**src/rtl/fabric_cfg_loader.sv**
```systemverilog
// ----------------------------------------------------------------------------
// fabric_cfg_loader
//   Loads the 2x2 fabric configuration word from a framed byte stream.
//   Frame: SYNC_BYTE, NBYTES payload bytes (LSB first), XOR checksum byte.
//   Payload bytes go into a shadow register. A matching checksum commits the
//   shadow to config_bits in a single cycle. The fabric is held in reset from
//   the accepted sync byte until one cycle after a successful commit.
//
// Ports
//   clk          in   system clock
//   rst          in   asynchronous active-high reset
//   cfg_data     in   [8]  stream byte
//   cfg_valid    in   cfg_data valid
//   cfg_ready    out  byte accepted when cfg_valid && cfg_ready
//   cfg_abort    in   cancel the frame in progress (LOAD/CHECK only)
//   config_bits  out  [CFG_WIDTH] committed configuration
//   fabric_rst_n out  active-low fabric reset
//   cfg_loaded   out  committed configuration is valid
//   cfg_done     out  one-cycle pulse on commit
//   cfg_error    out  sticky error; cleared by reset or the next sync byte
//
// Optional build macro FABRIC_CFG_READBACK_EN adds a readback stream:
//   rb_req in, rb_data out [8], rb_valid out, rb_ready in.
//   The stream is the committed word re-framed as sync, payload, checksum.
// ----------------------------------------------------------------------------
module fabric_cfg_loader #(
    parameter int          CFG_WIDTH = 52,
    parameter logic [7:0]  SYNC_BYTE = 8'hA5,
    localparam int         NBYTES    = (CFG_WIDTH + 7) / 8
) (
    input  logic                 clk,
    input  logic                 rst,
    input  logic [7:0]           cfg_data,
    input  logic                 cfg_valid,
    output logic                 cfg_ready,
    input  logic                 cfg_abort,
    output logic [CFG_WIDTH-1:0] config_bits,
    output logic                 fabric_rst_n,
    output logic                 cfg_loaded,
    output logic                 cfg_done,
    output logic                 cfg_error
`ifdef FABRIC_CFG_READBACK_EN
    ,
    input  logic                 rb_req,
    output logic [7:0]           rb_data,
    output logic                 rb_valid,
    input  logic                 rb_ready
`endif
);

    localparam int CNT_W = (NBYTES > 1) ? $clog2(NBYTES) : 1;
    localparam int SH_W  = NBYTES * 8;

    typedef enum logic [1:0] {IDLE, LOAD, CHECK, COMMIT} state_t;

    state_t               r_state, w_state_nxt;
    logic [CNT_W-1:0]     r_cnt;
    logic [7:0]           r_acc;
    logic [SH_W-1:0]      r_shadow;
    logic [CFG_WIDTH-1:0] r_config_bits;
    logic                 r_fabric_rst_n;
    logic                 r_loaded;
    logic                 r_done;
    logic                 r_error;
    logic                 w_hs;
    logic                 w_sync;
    logic                 w_last;

    assign cfg_ready    = (r_state != COMMIT);
    assign w_hs         = cfg_valid && cfg_ready;
    assign w_sync       = (cfg_data == SYNC_BYTE);
    assign w_last       = (r_cnt == CNT_W'(NBYTES - 1));
    assign config_bits  = r_config_bits;
    assign fabric_rst_n = r_fabric_rst_n;
    assign cfg_loaded   = r_loaded;
    assign cfg_done     = r_done;
    assign cfg_error    = r_error;

    always_ff @(posedge clk or posedge rst) begin
        if (rst) r_state <= IDLE;
        else     r_state <= w_state_nxt;
    end

    always_comb begin
        w_state_nxt = r_state;
        case (r_state)
            IDLE:   if (w_hs && w_sync) w_state_nxt = LOAD;
            LOAD:   if (cfg_abort)              w_state_nxt = IDLE;
                    else if (w_hs && w_last)    w_state_nxt = CHECK;
            CHECK:  if (cfg_abort)              w_state_nxt = IDLE;
                    else if (w_hs)              w_state_nxt = (cfg_data == r_acc) ? COMMIT : IDLE;
            COMMIT: w_state_nxt = IDLE;
            default: w_state_nxt = IDLE;
        endcase
    end

    always_ff @(posedge clk or posedge rst) begin
        if (rst) begin
            r_cnt          <= '0;
            r_acc          <= '0;
            r_shadow       <= '0;
            r_config_bits  <= '0;
            r_fabric_rst_n <= 1'b0;
            r_loaded       <= 1'b0;
            r_done         <= 1'b0;
            r_error        <= 1'b0;
        end else begin
            r_done <= (r_state == COMMIT);
            // Release the fabric the cycle after config_bits changed; a sync
            // byte arriving in that same cycle wins and keeps it in reset.
            if (r_done) r_fabric_rst_n <= 1'b1;
            case (r_state)
                IDLE: if (w_hs && w_sync) begin
                    r_cnt          <= '0;
                    r_acc          <= '0;
                    r_error        <= 1'b0;
                    r_fabric_rst_n <= 1'b0;
                    r_loaded       <= 1'b0;
                end
                LOAD: if (cfg_abort) begin
                    r_error <= 1'b1;
                end else if (w_hs) begin
                    r_shadow[{r_cnt, 3'b000} +: 8] <= cfg_data;
                    r_acc <= r_acc ^ cfg_data;
                    r_cnt <= r_cnt + 1'b1;
                end
                CHECK: if (cfg_abort || (w_hs && cfg_data != r_acc)) begin
                    r_error <= 1'b1;
                end
                COMMIT: begin
                    r_config_bits <= r_shadow[CFG_WIDTH-1:0];
                    r_loaded      <= 1'b1;
                end
                default: ;
            endcase
        end
    end

`ifdef FABRIC_CFG_READBACK_EN
    localparam int RB_W = (NBYTES + 2) * 8;

    logic [RB_W-1:0]  r_rb_buf;
    logic             r_rb_busy;
    logic [3:0]       r_rb_idx;
    logic [SH_W-1:0]  w_rb_word;
    logic [7:0]       w_rb_ck;

    assign w_rb_word = SH_W'(r_config_bits);   // pad bits read back as 0

    always_comb begin
        w_rb_ck = '0;
        for (int k = 0; k < NBYTES; k++) w_rb_ck = w_rb_ck ^ w_rb_word[k*8 +: 8];
    end

    // The whole frame is latched at request time, so a later commit cannot
    // change bytes still waiting to be streamed.
    always_ff @(posedge clk or posedge rst) begin
        if (rst) begin
            r_rb_buf  <= '0;
            r_rb_busy <= 1'b0;
            r_rb_idx  <= '0;
        end else if (r_rb_busy) begin
            if (rb_ready) begin
                r_rb_buf <= r_rb_buf >> 8;
                r_rb_idx <= r_rb_idx + 1'b1;
                if (r_rb_idx == 4'(NBYTES + 1)) r_rb_busy <= 1'b0;
            end
        end else if (rb_req && r_loaded) begin
            r_rb_buf  <= {w_rb_ck, w_rb_word, SYNC_BYTE};
            r_rb_busy <= 1'b1;
            r_rb_idx  <= '0;
        end
    end

    assign rb_data  = r_rb_buf[7:0];
    assign rb_valid = r_rb_busy;
`endif

endmodule
```
**config.mk**
```make
export PLATFORM = sky130hd
export DESIGN_NAME = fabric_cfg_loader
export DESIGN_NICKNAME = d
export VERILOG_FILES = /design/src/rtl/fabric_cfg_loader.sv
export SDC_FILE = /design/constraint.sdc
export NUM_CORES = 1
export LEC_CHECK = 0
export ABC_AREA = 1
export CAP_MARGIN = 20
export CORE_ASPECT_RATIO = 0.8
export CORE_MARGIN = 3
export CORE_UTILIZATION = 42
export CTS_CLUSTER_SIZE = 28
export DETAILED_ROUTE_END_ITERATION = 6
export HOLD_SLACK_MARGIN = 0.12
export PLACE_DENSITY = 0.65
export SYNTH_ARGS = -nofsm -noshare
export SYNTH_HDL_FRONTEND = slang
export SYNTH_SLANG_ARGS = --single-unit
```
**constraint.sdc**
```tcl
create_clock -name clk -period 4.93 [get_ports clk]
set_clock_uncertainty 0.2 [all_clocks]
set_input_delay 0.986 -clock clk [delete_from_list [all_inputs] [get_ports clk]]
set_output_delay 0.986 -clock clk [all_outputs]
set_load 0.02 [all_outputs]
```
==> impl_results.md, run 1 <==
* Status: finished clean
* Arrival @ worst endpoint at 2.31 ns
* Avg Inst Size Synth at 9.23 sq um
* Final setup fails at 0
* CTS Hold Bufs at 0
* Initial antenna violation count at 0
* Total Routing Usage GR at 17.7%
* Die height at 106 microns
* Post-CTS setup buffers at 0
* Maxcap violations at 0
* Max-slew violations at 0
* 1st-pass router iterations at 5
* Worst-Margin Slew at 0.944 ns
* Syn nets at 593
* Post-Synthesis Cells at 570
* Largest fanout on the critical path at 74
* Die width at 131 microns
* I/O pin count at 69
* Clock sink count at 121
* First-pass GRT wire length at 19700 microns
* Layout cells sized above 1 at 8.91%
* Hold Violations, Final at 0
* Setup TNS at 0 ns
* Die ar. at 0.0139 sq mm
* Sequential element share of the synthesized area at 57.5%
* Largest net degree at the start of global routing at 75
* Initial cell density of the core at 44.3%
* Mapped Area at 0.00526 sq mm
* Warnings, synthesis at 0
* Startpoint class of the critical path: register
* Worst endpoint required time at 3.74 ns
* CP Class: reg -> out
* Worst R2R End: r_shadow[44]$_DFFE_PP0P_
* Slew HR at 36.9%
* Reg2Reg Depth at 6
* Ranking of synthesized cells by area: dfrtp_1 58%, nand2_1 16%, o21ai_0 3.6%, inv_1 3.5%, ha_1 2.6%
* RSZ-0062 raised after global routing: false
* Total global routing overflow at 0
* Routed length per instance at 13.9 microns
* Area Overhead vs Synth at 25.4%
* Clock Latency Late Sink at 0.40 ns
* Leakage at 3.29 nW
* Worst r2r src: r_cnt[0]$_DFFE_PP0P_
* Placed cell areas at 0.00606 sq mm
* Diode count at 0
* Final Critical Period at 3.50 ns
* FP Rows at 35
* IO Port Bufs at 68
* Routed wire length at 11300 microns
* Final instance area at 0.00660 sq mm
* Min-Delay Path Depth at 2
* Drc violations at 0
* Reg2reg setup slack at 2.24 ns
* Root Buffer: clkbuf_16
* Achievable frequency at 286 MHz
* Gpl congestion at 0.865
* Final Cycle Share at 71.0%
* Maximum vdd drop at 0.325 mV
* Worst hold-check path type: reg -> reg
* Startpoint of the worst hold path: config_bits[50]$_DFFE_PP0P_
* Power Density at 577 mW/mm^2
* Core outline area at 0.0119 sq mm
* Synth Register Bits at 121
* Htree depth at 4
* Vias in the first global route at 3850
* DP HPWL at 8030 microns
* Worst setup EP type: output port
* ANT nets after route at 0
* CTS tree: yes
* Yosys top cell area share at 57.5%
* Clock tree buffer depth at 2
* Reg clk slew, reported paths at 0.05 ns
* CTS resizes at 0
* Nets at 664
* Post-DR vias/cell at 4.90
* Hold Path End: config_bits[50]$_DFFE_PP0P_
* CP Launch Point: r_state[0]$_DFFE_PP0P_
* Unique cell type count in the Yosys netlist at 27
* Starting DRT DRC Count at 330
* Via Count at 4001
* Pwr Total at 3.81 mW
* Biggest area consumer among synthesized cells: dfrtp_1
* Fill count at 1071
* Clock buffer count from CTS at 17
## how the worst max path moves through the flow
stage                           end  slack [ns]
5_1_grt                   cfg_ready        1.28
4_1_cts                   cfg_ready        1.40
6_report                  cfg_ready        1.43
3_5_place_dp   r_acc[4]$_DFFE_PP0P_        1.83
3_3_place_gp              cfg_ready        1.87
2_1_floorplan    cfg_done$_DFF_PP0_        0.53
## layer usage
metal	global-route usage [%]	vias to the layer above	wire length, microns
met5	0	-	0
met4	5.62	0	102
met3	4.97	7	648
met2	26.1	107	4990
met1	25.5	1923	5600
li1	-	1964	-
## worst max-delay path: stages, from the launching register on
cell and delay, ns:
dfrtp_1 0.41, ha_1 0.25, inv_4 0.49, clkdlybuf4s50_1 0.73
## where the power goes
| part | internal, mW | switching [mW] |
|---|---|---|
| Clock | 0.706 | 0.413 |
| Combinational | 0.464 | 0.849 |
| Sequential | 1.24 | 0.140 |
| Total | 2.41 | 1.40 |
## cell type report
type                    count  area (sq um)  area share, %
clock inverters             8          75.1           1.14
clock buffers              21           460           6.98
well taps                 166           208           3.15
repair buffers             71           703           10.7
inverters                  51           196           2.98
flip-flops and latches    121          3030           45.9
multi-input cells         379          1930           29.2
## state kept, by name (all words and copies together), names as in the netlist
signal,count
cfg_done,1
cfg_error,1
cfg_loaded,1
config_bits,52
fabric_rst_n,1
r_acc,8
r_cnt,3
r_shadow,52
r_state,2
## Yosys cell counts
master    number
nand2_1      231
dfrtp_1      121
inv_1         49
o21ai_0       38
nand3_1       18
o21ai_1       18
clkbuf_1      12
ha_1          11
nor2_1        11
o31ai_1        9
o21ai_2        8
o22ai_1        8
buf_6          5
nand2_4        5
nand4_4        5
nor3_1         4
a21oi_1        3
nor2_8         3
buf_2          2
xor2_1         2
inv_2          1
inv_4          1
nand2_2        1
nand3_4        1
nor2_4         1
o22a_1         1
or2_2          1
## metrics by stage
step	setup WS, ns	instances	util [%]	hold WS (ns)
final	1.43	817	55.6	0.265
after global routing	1.28	817	55.6	0.291
after CTS	1.40	817	55.6	0.273
after detailed placement	1.83	788	51.1	0.259
after global placement	1.87	788	51.1	0.254
after floorplan	0.530	570	-	0.245
## placed cells by master (no fill, tap or decap), types with 9 or more instances in the layout
cell / netlist / layout
o21ai_0: 38 / 38
inv_1: 49 / 48
o21ai_1: 18 / 18
ha_1: 11 / 11
clkdlybuf4s50_1: 0 / 68
nand2_1: 231 / 231
nor2_1: 11 / 11
o31ai_1: 9 / 9
dfrtp_1: 121 / 121
clkbuf_16: 0 / 17
nand3_1: 18 / 18
## logic make-up after synthesis
family                   Yosys count  synth area share, %
buffers and inverters             70                 5.80
adder cells (fa/ha/maj)           11                 2.62
AO/OA/AOI/OAI                     85                 9.34
AND/OR/NAND/NOR                  281                 24.4
XOR/XNOR                           2                0.333
flip-flops                       121                 57.5
Note: power is estimated with default switching activity, not from simulation.
==> run 2: changes to the inputs <==
Clock period 4.93 ns to 3.5 ns, I/O delays scaled along.
==> run 2 against run 1 <==
  * Critical path depth did not move
  * Core utilization rose by 0.89 points
  * Sequential power rose by 41%
  * Sequential cell count did not move
  * Non-clock buffer count rose by 2
==> impl_results.md, run 2 (synthesis gave the netlist of run 1 again) <==
* Largest net degree at the start of global routing at 73 (-2.7%)
* 1st-pass router iterations at 5 (unchanged)
* Final Cycle Share at 77.7%
* CTS tree: yes
* ANT nets after route at 0 (unchanged)
* Worst R2R End: r_shadow[39]$_DFFE_PP0P_
* Routed wire length at 11700 microns (+3.0%)
* Power Density at 829 mW/mm^2 (+44%)
* I/O pin count at 69 (unchanged)
* Hold Path End: config_bits[46]$_DFFE_PP0P_
* Total global routing overflow at 0 (unchanged)
* Worst-Margin Slew at 0.649 ns (-0.294 ns)
* Slew HR at 56.7% (+20 points)
* Htree depth at 4 (unchanged)
* Reg clk slew, reported paths at 0.06 ns (about the same)
* Kind of cell adding the most delay to the critical path: buffers and inverters
* Min-Delay Path Depth at 2 (unchanged)
* Initial cell density of the core at 44.3% (unchanged)
* Setup TNS at 0 ns (unchanged)
* Clock Latency Late Sink at 0.41 ns (about the same)
* Max-slew violations at 0 (unchanged)
* First-pass GRT wire length at 20200 microns (+2.3%)
* Reg area at 0.00303 sq mm (unchanged)
* Worst setup EP type: output port
* Nets at 666 (+0.30%)
* Cell count along the critical path at 3 (unchanged)
* Worst endpoint required time at 2.60 ns (-1.14 ns)
* Maxcap violations at 0 (unchanged)
* Fill count at 1085 (+1.3%)
* Initial antenna violation count at 0 (unchanged)
* Clock tree buffer depth at 2 (unchanged)
* Reg2reg setup slack at 1.14 ns (-1.10 ns)
* Layout cells sized above 1 at 9.91% (+1.0 points)
* Final Critical Period at 2.72 ns
* Post-CTS setup buffers at 0 (unchanged)
* CP Launch Point: r_state[1]$_DFFE_PP0P_
* Status: finished clean
* Startpoint of the worst hold path: r_shadow[46]$_DFFE_PP0P_
* Achievable frequency at 368 MHz
* Root Buffer: clkbuf_16
* Commonest non-fill, non-tap cell in the layout: nand2_1
* Worst hold-check path type: reg -> reg
* DP HPWL at 8270 microns (+3.1%)
* Clock sink count at 121 (unchanged)
* Die height at 106 microns (unchanged)
* DP Worst Slack at 0.798 ns (-1.03 ns)
* CTS Hold Bufs at 0 (unchanged)
* Vias in the first global route at 4032 (+4.7%)
* Die width at 131 microns (unchanged)
* Total Routing Usage GR at 18.0% (+0.25 points)
* Worst r2r src: r_cnt[0]$_DFFE_PP0P_
* Non-filler cells, final at 822 (+0.61%)
* Leakage at 3.35 nW (+1.8%)
* Hold Violations, Final at 0 (unchanged)
* FP Rows at 35 (unchanged)
* Diode count at 0 (unchanged)
* Worst path cell trace: ha_1 -> inv_4 -> clkdlybuf4s50_1
* Post-DR vias/cell at 4.80 (-2.0%)
* Core outline area at 0.0119 sq mm (unchanged)
* Final setup fails at 0 (unchanged)
* RSZ-0062 raised after global routing: false
* Area Overhead vs Synth at 27.4%
* Setup ws final at 0.779 ns (-0.652 ns)
* Max incr delay on CP at 0.62 ns (-0.11 ns)
* Reg2Reg Depth at 9 (+3)
* Via Count at 3945 (-1.4%)
* Routed length per instance at 14.2 microns (+2.3%)
* Arrival @ worst endpoint at 1.82 ns (-0.49 ns)
* Starting DRT DRC Count at 193 (-42%)
* Slowest CP cell: clkdlybuf4s50_1
* IO Port Bufs at 68 (unchanged)
* Maximum vdd drop at 0.431 mV (+33%)
* CP Class: reg -> out
* Startpoint class of the critical path: register
* Placed Cells at 790 (+0.25%)
* Largest fanout on the critical path at 5 (-93%)
* WP buf/inv at 2 (unchanged)
* Multi-input logic area at 0.00193 sq mm (unchanged)
* CTS resizes at 0 (unchanged)
* Clock buffer count from CTS at 17 (unchanged)
* Gpl congestion at 0.891 (+3.1%)
* Most frequent cells in the layout: 231 x nand2_1, 121 x dfrtp_1, 68 x clkdlybuf4s50_1
* Drc violations at 0 (unchanged)
* Die ar. at 0.0139 sq mm (unchanged)
-- run 2: cell types whose count changed in the layout (fill, tap and decap cells not counted), sizes merged --
cell,delta
clkinv,+4
bufinv,+1
buf,+2
clkinvlp,-2
-- run 2: cell type report --
class | count | area share, %
sequential | 121 | 45.2
multi-input combinational | 379 | 28.8
timing repair buffer | 73 | 11.1
clock buffer | 21 | 7.17
tap | 166 | 3.10
inverter | 51 | 2.95
clock inverter | 11 | 1.77
-- run 2: routing by layer --
layer	up-vias	part of all wire (%)	GRT usage [%]
met2	94	43	26.8
met5	-	0	0
met4	0	1.9	7.42
li1	1967	-	-
met3	17	4.5	4.49
met1	1867	51	25.1
-- run 2: worst reg2reg max path, delay by kind of cell, from the launching register on --
kind	cells	cell delay, ns
AO/OA/AOI/OAI	1	0.08
adder cells (fa/ha/maj)	2	0.72
buffers and inverters	1	0.14
flip-flops	1	0.48
AND/OR/NAND/NOR	5	0.67
-- run 2: stage by stage --
step	instance area [sq um]	power (mW)	util, %	hold slack (ns)
after floorplan	5270	3.20	-	0.245
after global placement	6110	3.81	51.4	0.257
after detailed placement	6110	3.85	51.4	0.259
after CTS	6710	5.61	56.5	0.273
after global routing	6710	5.92	56.5	0.287
final	6710	5.56	56.5	0.267
-- run 2: worst max path at each step --
stage                           endpoint  slack [ns]
finish                         cfg_ready        0.78
global route                   cfg_ready        0.72
CTS                            cfg_ready        0.77
detailed placement  r_acc[2]$_DFFE_PP0P_        0.80
global placement    r_cnt[0]$_DFFE_PP0P_        0.89
floorplan             cfg_done$_DFF_PP0_        1.12
-- run 2: report_power, final --
part           internal [mW]  switching, mW
combinational          0.668           1.20
clock                   1.12          0.621
sequential              1.74          0.203
==> run 3: changes to the inputs <==
Settings changed: PLACE_DENSITY 0.65 to 0.67.
Clock period 3.5 ns to 2.34 ns, I/O delays scaled along.
==> run 3 against run 2 <==
  * Design area up 2.4%
  * Global-route usage up 0.19 points
  * Non-clock buffer count up 21
  * Critical path type unchanged
==> impl_results.md, run 3 (synthesis gave the netlist of run 1 again) <==
* Slew HR at 66.2% (+9.5 points)
* 1st-pass router iterations at 5 (unchanged)
* Initial cell density of the core at 44.3% (unchanged)
* Setup TNS at 0 ns (unchanged)
* Max-slew violations at 0 (unchanged)
* IO Port Bufs at 68 (unchanged)
* Maximum vdd drop at 0.705 mV (+64%)
* Leakage at 3.45 nW (+2.9%)
* ANT nets after route at 0 (unchanged)
* Initial antenna violation count at 0 (unchanged)
* Area Overhead vs Synth at 30.4%
* Multi-input logic area at 0.00193 sq mm (+0.26%)
* Worst hold-check path type: reg -> reg
* Clock Latency Late Sink at 0.40 ns (about the same)
* Reg2Reg Depth at 8 (-1)
* Die ar. at 0.0139 sq mm (unchanged)
* Max incr delay on CP at 0.43 ns (-0.19 ns)
* Largest fanout on the critical path at 5 (unchanged)
* Most frequent cells in the layout: 231 x nand2_1, 121 x dfrtp_1, 67 x clkdlybuf4s50_1
* Routed length per instance at 14.1 microns (-1.1%)
* Core outline area at 0.0119 sq mm (unchanged)
* Clock tree buffer depth at 2 (unchanged)
* First-pass GRT wire length at 20400 microns (+0.78%)
* Nets at 687 (+3.2%)
* Reg clk slew, reported paths at 0.05 ns (about the same)
* Vias in the first global route at 4143 (+2.8%)
* Final setup fails at 0 (unchanged)
* Post-DR vias/cell at 4.87 (+1.4%)
* Drc violations at 0 (unchanged)
* Hold Violations, Final at 0 (unchanged)
* Via Count at 4097 (+3.9%)
* Power Density at 1230 mW/mm^2 (+49%)
* Slowest CP cell: dfrtp_1
* Worst endpoint required time at 1.67 ns (-0.93 ns)
* Fill count at 1025 (-5.5%)
* Clock buffer count from CTS at 17 (unchanged)
* Worst path cell trace: ha_1 -> inv_4 -> dlygate4sd2_1
* Worst-Margin Slew at 0.507 ns (-0.142 ns)
* Layout cells sized above 1 at 12.4% (+2.5 points)
* RSZ-0062 raised after global routing: false
* CTS Hold Bufs at 0 (unchanged)
* Final Critical Period at 2.22 ns
* Achievable frequency at 450 MHz
* DP HPWL at 8430 microns (+1.9%)
* Die height at 106 microns (unchanged)
* CP Class: reg -> out
* Routed wire length at 11800 microns (+1.3%)
* Maxcap violations at 0 (unchanged)
* Final core occ at 57.8% (+1.3 points)
* Gpl congestion at 0.881 (-1.2%)
* CTS tree: yes
* Reg area at 0.00303 sq mm (unchanged)
* Total global routing overflow at 0 (unchanged)
* Starting DRT DRC Count at 356 (+84%)
* Commonest non-fill, non-tap cell in the layout: nand2_1
* Root Buffer: clkbuf_16
* Total Routing Usage GR at 18.2% (+0.19 points)
* Htree depth at 4 (unchanged)
* Largest net degree at the start of global routing at 99 (+36%)
* Die width at 131 microns (unchanged)
* FP Rows at 35 (unchanged)
* Startpoint class of the critical path: register
* Clock sink count at 121 (unchanged)
* I/O pin count at 69 (unchanged)
* Status: finished clean
* Min-Delay Path Depth at 2 (unchanged)
* Final Cycle Share at 94.9%
* Arrival @ worst endpoint at 1.55 ns (-0.27 ns)
* Diode count at 0 (unchanged)
* Worst setup EP type: output port
-- run 3: layout make-up --
type | count | share of cell area [%]
Tap cell | 166 | 3.03
Multi-Input combinational cell | 379 | 28.2
Clock inverter | 8 | 1.73
Inverter | 51 | 2.88
Timing Repair Buffer | 94 | 13.1
Sequential cell | 121 | 44.1
Clock buffer | 23 | 6.96
-- run 3: worst paths after layout --
| check | startpoint | end | slack, ns |
|---|---|---|---|
| max in group asynchronous | rst | r_state[1]$_DFFE_PP0P_ | 1.17 |
| worst min register to register | config_bits[6]$_DFFE_PP0P_ | config_bits[6]$_DFFE_PP0P_ | 0.27 |
| worst max-delay path | r_state[1]$_DFFE_PP0P_ | cfg_ready | 0.12 |
| min in group asynchronous | rst | config_bits[48]$_DFFE_PP0P_ | 0.31 |
| worst min-delay path | config_bits[6]$_DFFE_PP0P_ | config_bits[6]$_DFFE_PP0P_ | 0.27 |
| worst max register to register | r_cnt[1]$_DFFE_PP0P_ | r_shadow[32]$_DFFE_PP0P_ | 0.20 |
-- run 3: stage by stage --
| stage | instance area [sq um] | worst slack [ns] | hold WS (ns) | std cells | power (mW) |
|---|---|---|---|---|---|
| detailed placement | 6240 | 0.0945 | 0.260 | 810 | 5.85 |
| global route | 6860 | 0.0460 | 0.291 | 842 | 9.01 |
| CTS | 6840 | 0.101 | 0.273 | 841 | 8.52 |
| global placement | 6240 | 0.129 | 0.256 | 810 | 5.77 |
| floorplan | 5270 | 0.189 | 0.245 | 570 | 4.79 |
| finish | 6860 | 0.120 | 0.266 | 842 | 8.47 |
-- run 3: power by group --
part	switching [mW]	internal, mW	total (mW)
registers	0.284	2.61	2.89
clock network	0.883	1.75	2.63
logic	1.86	1.09	2.95
-- run 3: worst max-delay path, delay by kind of cell, from the launching register on --
kind | cells | cell delay, ns
buffers and inverters | 2 | 0.47
flip-flops | 1 | 0.43
adder cells (fa/ha/maj) | 1 | 0.25
-- run 3: layer usage --
| layer | vias to the layer above | wire [microns] | share of wire (%) | GRT usage [%] |
|---|---|---|---|---|
| li1 | 2006 | - | - | - |
| met1 | 1965 | 5810 | 49 | 25.5 |
| met2 | 118 | 5350 | 45 | 27.6 |
| met3 | 8 | 624 | 5.3 | 5.87 |
| met4 | 0 | 48 | 0.41 | 4.27 |
| met5 | - | 0 | 0 | 0 |
-- run 3: timing repair --
action,CTS,global route
pin swaps,0,1
setup buffers,0,1
resized for setup,1,2
endpoints found under the hold margin,0,0
setup endpoints to repair,1,9
==> edit 1, RTL diff (config.mk and constraints of run 3) <==
`CFG_WIDTH`: 52 -> 56.
--- a/src/rtl/fabric_cfg_loader.sv
+++ b/src/rtl/fabric_cfg_loader.sv
@@ -24,7 +24,7 @@
 //   The stream is the committed word re-framed as sync, payload, checksum.
 // ----------------------------------------------------------------------------
 module fabric_cfg_loader #(
-    parameter int          CFG_WIDTH = 52,
+    parameter int          CFG_WIDTH = 56,
     parameter logic [7:0]  SYNC_BYTE = 8'hA5,
     localparam int         NBYTES    = (CFG_WIDTH + 7) / 8
 ) (
Interface: changed (resized config_bits); port bits go from 69 to 73. The function was not compared with the original's and may differ.
==> edit 1 against run 3 <==
Final cell count is 6.7% higher; sequential share of layout area is 1.4 points higher; routed wire length is 6.6% higher; total power is 3.7% lower; setup slack better by 19 ps; hold slack better by 2.6 ps; area after synthesis is 2.2% higher; final area is 3.4% higher; synthesized cell count is 7.7% higher; sequential power is 4% higher; sequential cell count is 8 higher; critical path type is now reg -> reg; largest cell class unchanged.
==> edit 1: results (changes against run 3) <==
The flow ran to the end, and the final reports show no timing, DRC or antenna violations. After synthesis, the most frequently instantiated cells are sky130_fd_sc_hd__nand2_1 (292), sky130_fd_sc_hd__dfrtp_1 (129), sky130_fd_sc_hd__o21ai_0 (54). Buffering overhead: 14.33% (+1.2 points). The run gives 0.5624 mV (-20%) as the worst supply voltage drop on vdd. The HPWL after detailed placement came out at 8935 um (+6.0%). The number of input and output port buffers inserted is 72 (+5.9%), and the power drawn by the sequential cells is 3.00 mW (+4%). The number of vias per cell is 4.871 (+0.10%). The data arrival at the endpoint of the critical path came out at 2280 ps (+730 ps).

The worst-case setup slack after placement is 68.51 ps (-25.97 ps). The number of search-and-repair iterations in the first detailed-routing pass is 7 (+2), and the total length of routed met2 wires is 5857 um (+9.4%). The net total in the final layout came out at 737 (+7.3%). The number of register bits inferred by synthesis came out at 129 (+6.6%). The total wirelength of the detailed-routed design came out at 12,610 um (+6.6%).

Ranked by total cell area, the synthesized netlist is headed by sky130_fd_sc_hd__dfrtp_1 (60%), sky130_fd_sc_hd__nand2_1 (20%), sky130_fd_sc_hd__o21ai_0 (5.0%), sky130_fd_sc_hd__nand3_1 (3.7%), sky130_fd_sc_hd__ha_1 (2.6%). The path with the worst hold slack has its endpoint at config_bits[3]$_DFFE_PP0P_. Sequential cell area share: 45.47% (+1.4 points).

The worst reg-to-reg path cell count is 9 (+1). The post-route non-filler standard cell count was 898 (+6.7%). The transition time at the pin with the least slew margin is 563.5 ps (+55.97 ps). The worst setup path is captured at a flop. The combinational fraction of design power was 31.3% (-3.5 points). The via count of the first global-routing pass is 4,337 (+4.7%). For the power attributed to combinational cells, the log shows 2.55 mW (-14%). The largest stage delay on the critical path is 390 ps (-40 ps).

Adder and majority cell fraction of the synthesized area: 2.560% (-0.055 points). For the post-synthesis net count, the log shows 637 (+7.4%). In this design, the largest share of critical-path delay is due to adder cells. The logs give 3.557 nW (+3.0%) for the static leakage and 60.04% (+2.5 points) for the fraction of the yosys area taken by sequential cells.

The critical-path cell with the highest stage delay was sky130_fd_sc_hd__ha_2. The count of placed standard cells including taps is 866 (+6.9%). The logs give 4.690% (-1.2 points) for the met3 usage in global routing and 20 (-13%) for the final-layout clock buffer total. The largest net degree at the start of global routing is 58 (-41%), and the number of logic inverters in the finished layout is 34 (-33%). The area growth from synthesis to layout is 32.05%. The count of non-CTS buffers in the layout is 105 (+12%), and the global placer's final weighted congestion is 0.8877 (+0.82%).

The net switching share of the total power was 35.10% (-0.62 points); the fraction of layout instances using a drive strength above 1 was 10.45% (-2.0 points). The wire length of the first global-routing pass was 21,370 um (+5.0%); the share of the synthesized area in compound gates (AO/OA/AOI/OAI) was 5.841% (-3.5 points). The detailed-routing wirelength on met1 came out at 5988 um (+3.1%).

The multi-input combinational gate total came out at 427 (+13%). For the detailed route wirelength on metal3, the log shows 528 um (-15%). Xor and xnor area share after synthesis: 0.3258% (-0.0070 points).
[edit 1: changes by cell type in the layout (fill, tap and decap cells not counted), moves of 9 or more]
cell / before / now
sky130_fd_sc_hd__o21ai_1: 18 / 5
sky130_fd_sc_hd__o21ai_0: 38 / 53
sky130_fd_sc_hd__nand3_1: 18 / 39
sky130_fd_sc_hd__inv_1: 48 / 30
sky130_fd_sc_hd__nand2_1: 231 / 291
sky130_fd_sc_hd__o31ai_1: 9 / 0
[edit 1: what timing repair did]
item,CTS,global route
endpoints found under the setup margin,1,20
gates resized for setup,1,5
hold buffers,0,0
setup buffers,0,0
cloned,0,0
[edit 1: tightest hold or removal path, cell delays in order (launching register included)]
cell                      delay [ps]
sky130_fd_sc_hd__dfrtp_1         340
sky130_fd_sc_hd__nand2_1          50
sky130_fd_sc_hd__nand2_1          50
==> edit 2, RTL diff (flow settings as in run 3) <==
Made on the original files. The 4 states of `state_t` get a one-hot encoding in 4 bits.
--- a/src/rtl/fabric_cfg_loader.sv
+++ b/src/rtl/fabric_cfg_loader.sv
@@ -51,7 +51,7 @@
     localparam int CNT_W = (NBYTES > 1) ? $clog2(NBYTES) : 1;
     localparam int SH_W  = NBYTES * 8;
 
-    typedef enum logic [1:0] {IDLE, LOAD, CHECK, COMMIT} state_t;
+    typedef enum logic [3:0] {IDLE = 4'b0001, LOAD = 4'b0010, CHECK = 4'b0100, COMMIT = 4'b1000} state_t;
 
     state_t               r_state, w_state_nxt;
     logic [CNT_W-1:0]     r_cnt;
Behaviour: same outputs for any inputs over 10 cycles, from zero or initial values and one cycle with rst high; not proved beyond that.
==> edit 2 against run 3 <==
Routed wire length up 6.6%; first-iteration DRC count fell by 16%; critical endpoint is now r_shadow[37]$_DFFE_PP0P_; utilization rose by 0.75 points; highest routed layer unchanged; setup slack gained 35 ps; area after synthesis up 0.36%; final area up 1.7%; register-to-register slack worse by 50 ps; sequential cell count up 2.
Power is not compared: it rests on default switching activity, and its combinational part moved more than twofold at a synthesized area within 25%.
==> edit 2: results (changes against run 3) <==
The fraction of the yosys area taken by sequential cells is 58.30% (+0.77 points), and the relative max-transition margin is 69.77% (+3.6 points). The tools report the hold-critical path endpoint as config_bits[0]$_DFFE_PP0P_. The largest stage delay on the critical path is 450 ps (+20 ps), and the worst reg-to-reg path cell count is 9 (+1). The number of DRC markers after the initial detailed-route iteration is 298 (-16%), and the count of placed standard cells including taps is 849 (+4.8%). The wire length of the first global-routing pass is 21,610 um (+6.1%).

In the post-synthesis netlist, the biggest area contributors are sky130_fd_sc_hd__dfrtp_1 (58%), sky130_fd_sc_hd__nand2_1 (20%), sky130_fd_sc_hd__inv_1 (3.6%), sky130_fd_sc_hd__o21ai_0 (2.9%), sky130_fd_sc_hd__o21ai_1 (2.7%). The post-route cell area came out at 6979 um^2 (+1.7%). The total wirelength of the detailed-routed design is 12,610 um (+6.6%).

Clock insertion delay at the later pin of the skew report: 420 ps (+20 ps). The commonest cells after synthesis are sky130_fd_sc_hd__nand2_1 (277), sky130_fd_sc_hd__dfrtp_1 (122), sky130_fd_sc_hd__inv_1 (50). The global placer's final weighted congestion is 0.8655 (-1.7%), and the sequential cell area share is 44.12% (about the same). In this design, the largest share of critical-path delay is due to simple AND/OR/NAND/NOR gates. The number of distinct library cells after synthesis came out at 35 (+30%). The global-route usage over all layers is 19.39% (+1.2 points). The worst register-to-register path ends at r_shadow[37]$_DFFE_PP0P_. The total power came out at 6.583 mW. The share of the synthesized area in the top cell type came out at 57.81% (+0.27 points). The post-synthesis net count came out at 627 (+5.7%). The tools report the count of sequential standard cells as 123 (+1.7%).

The gate count of the mapped netlist is 609 (+6.8%). The kind of critical path is reg -> reg. The via count of the first global-routing pass was 4,232 (+2.1%). The flow ran to the end, and the final reports show no timing, DRC or antenna violations. The largest net degree at the start of global routing was 64 (-35%); the count of non-CTS buffers in the layout was 100 (+6.4%). The worst-case register-to-register setup slack was 150 ps (-50 ps). The worst-case setup slack after placement was -88.95 ps (-183.4 ps). The final-layout clock buffer total is 21 (-8.7%). The routed length per instance was 14.22 um (+1.2%). The area after detailed placement was 6297 um^2 (+0.86%). In this run the most critical hold path is launched from r_shadow[0]$_DFFE_PP0P_. For the data arrival at the endpoint of the critical path, the log shows 2290 ps (+740 ps). The number of logic inverters in the finished layout came out at 53 (+3.9%). The buffering overhead works out to 13.71% (+0.61 points). The fraction of layout instances using a drive strength above 1 is 12.90% (+0.47 points).
## edit 2: cell count changes after synthesis, moves of 3 or more
cell	change
sky130_fd_sc_hd__o31ai_1	-9
sky130_fd_sc_hd__o22ai_1	-7
sky130_fd_sc_hd__nor2_1	+12
sky130_fd_sc_hd__o21ai_0	-7
sky130_fd_sc_hd__nand2_1	+46
sky130_fd_sc_hd__nand4_4	-4
sky130_fd_sc_hd__ha_1	-5
sky130_fd_sc_hd__nand2_4	-4
sky130_fd_sc_hd__o21ai_1	+10
sky130_fd_sc_hd__clkbuf_1	-3
## edit 2: layer usage
metal	share of wire, %	GRT usage [%]
met2	44	29.22
met1	50	27.23
met3	5.1	5.298
met4	1.7	6.672
met5	0	0
## edit 2: logic make-up (layout without fill, tap and decap cells)
kind of cell,count (synthesis),in the layout,share of synthesized area (%)
compound gates,72,72,7.463
xor+xnor,2,2,0.3317
fa+ha+maj,6,6,1.421
buf+inv,73,185,6.112
flops,123,123,58.30
simple gates,333,333,26.37
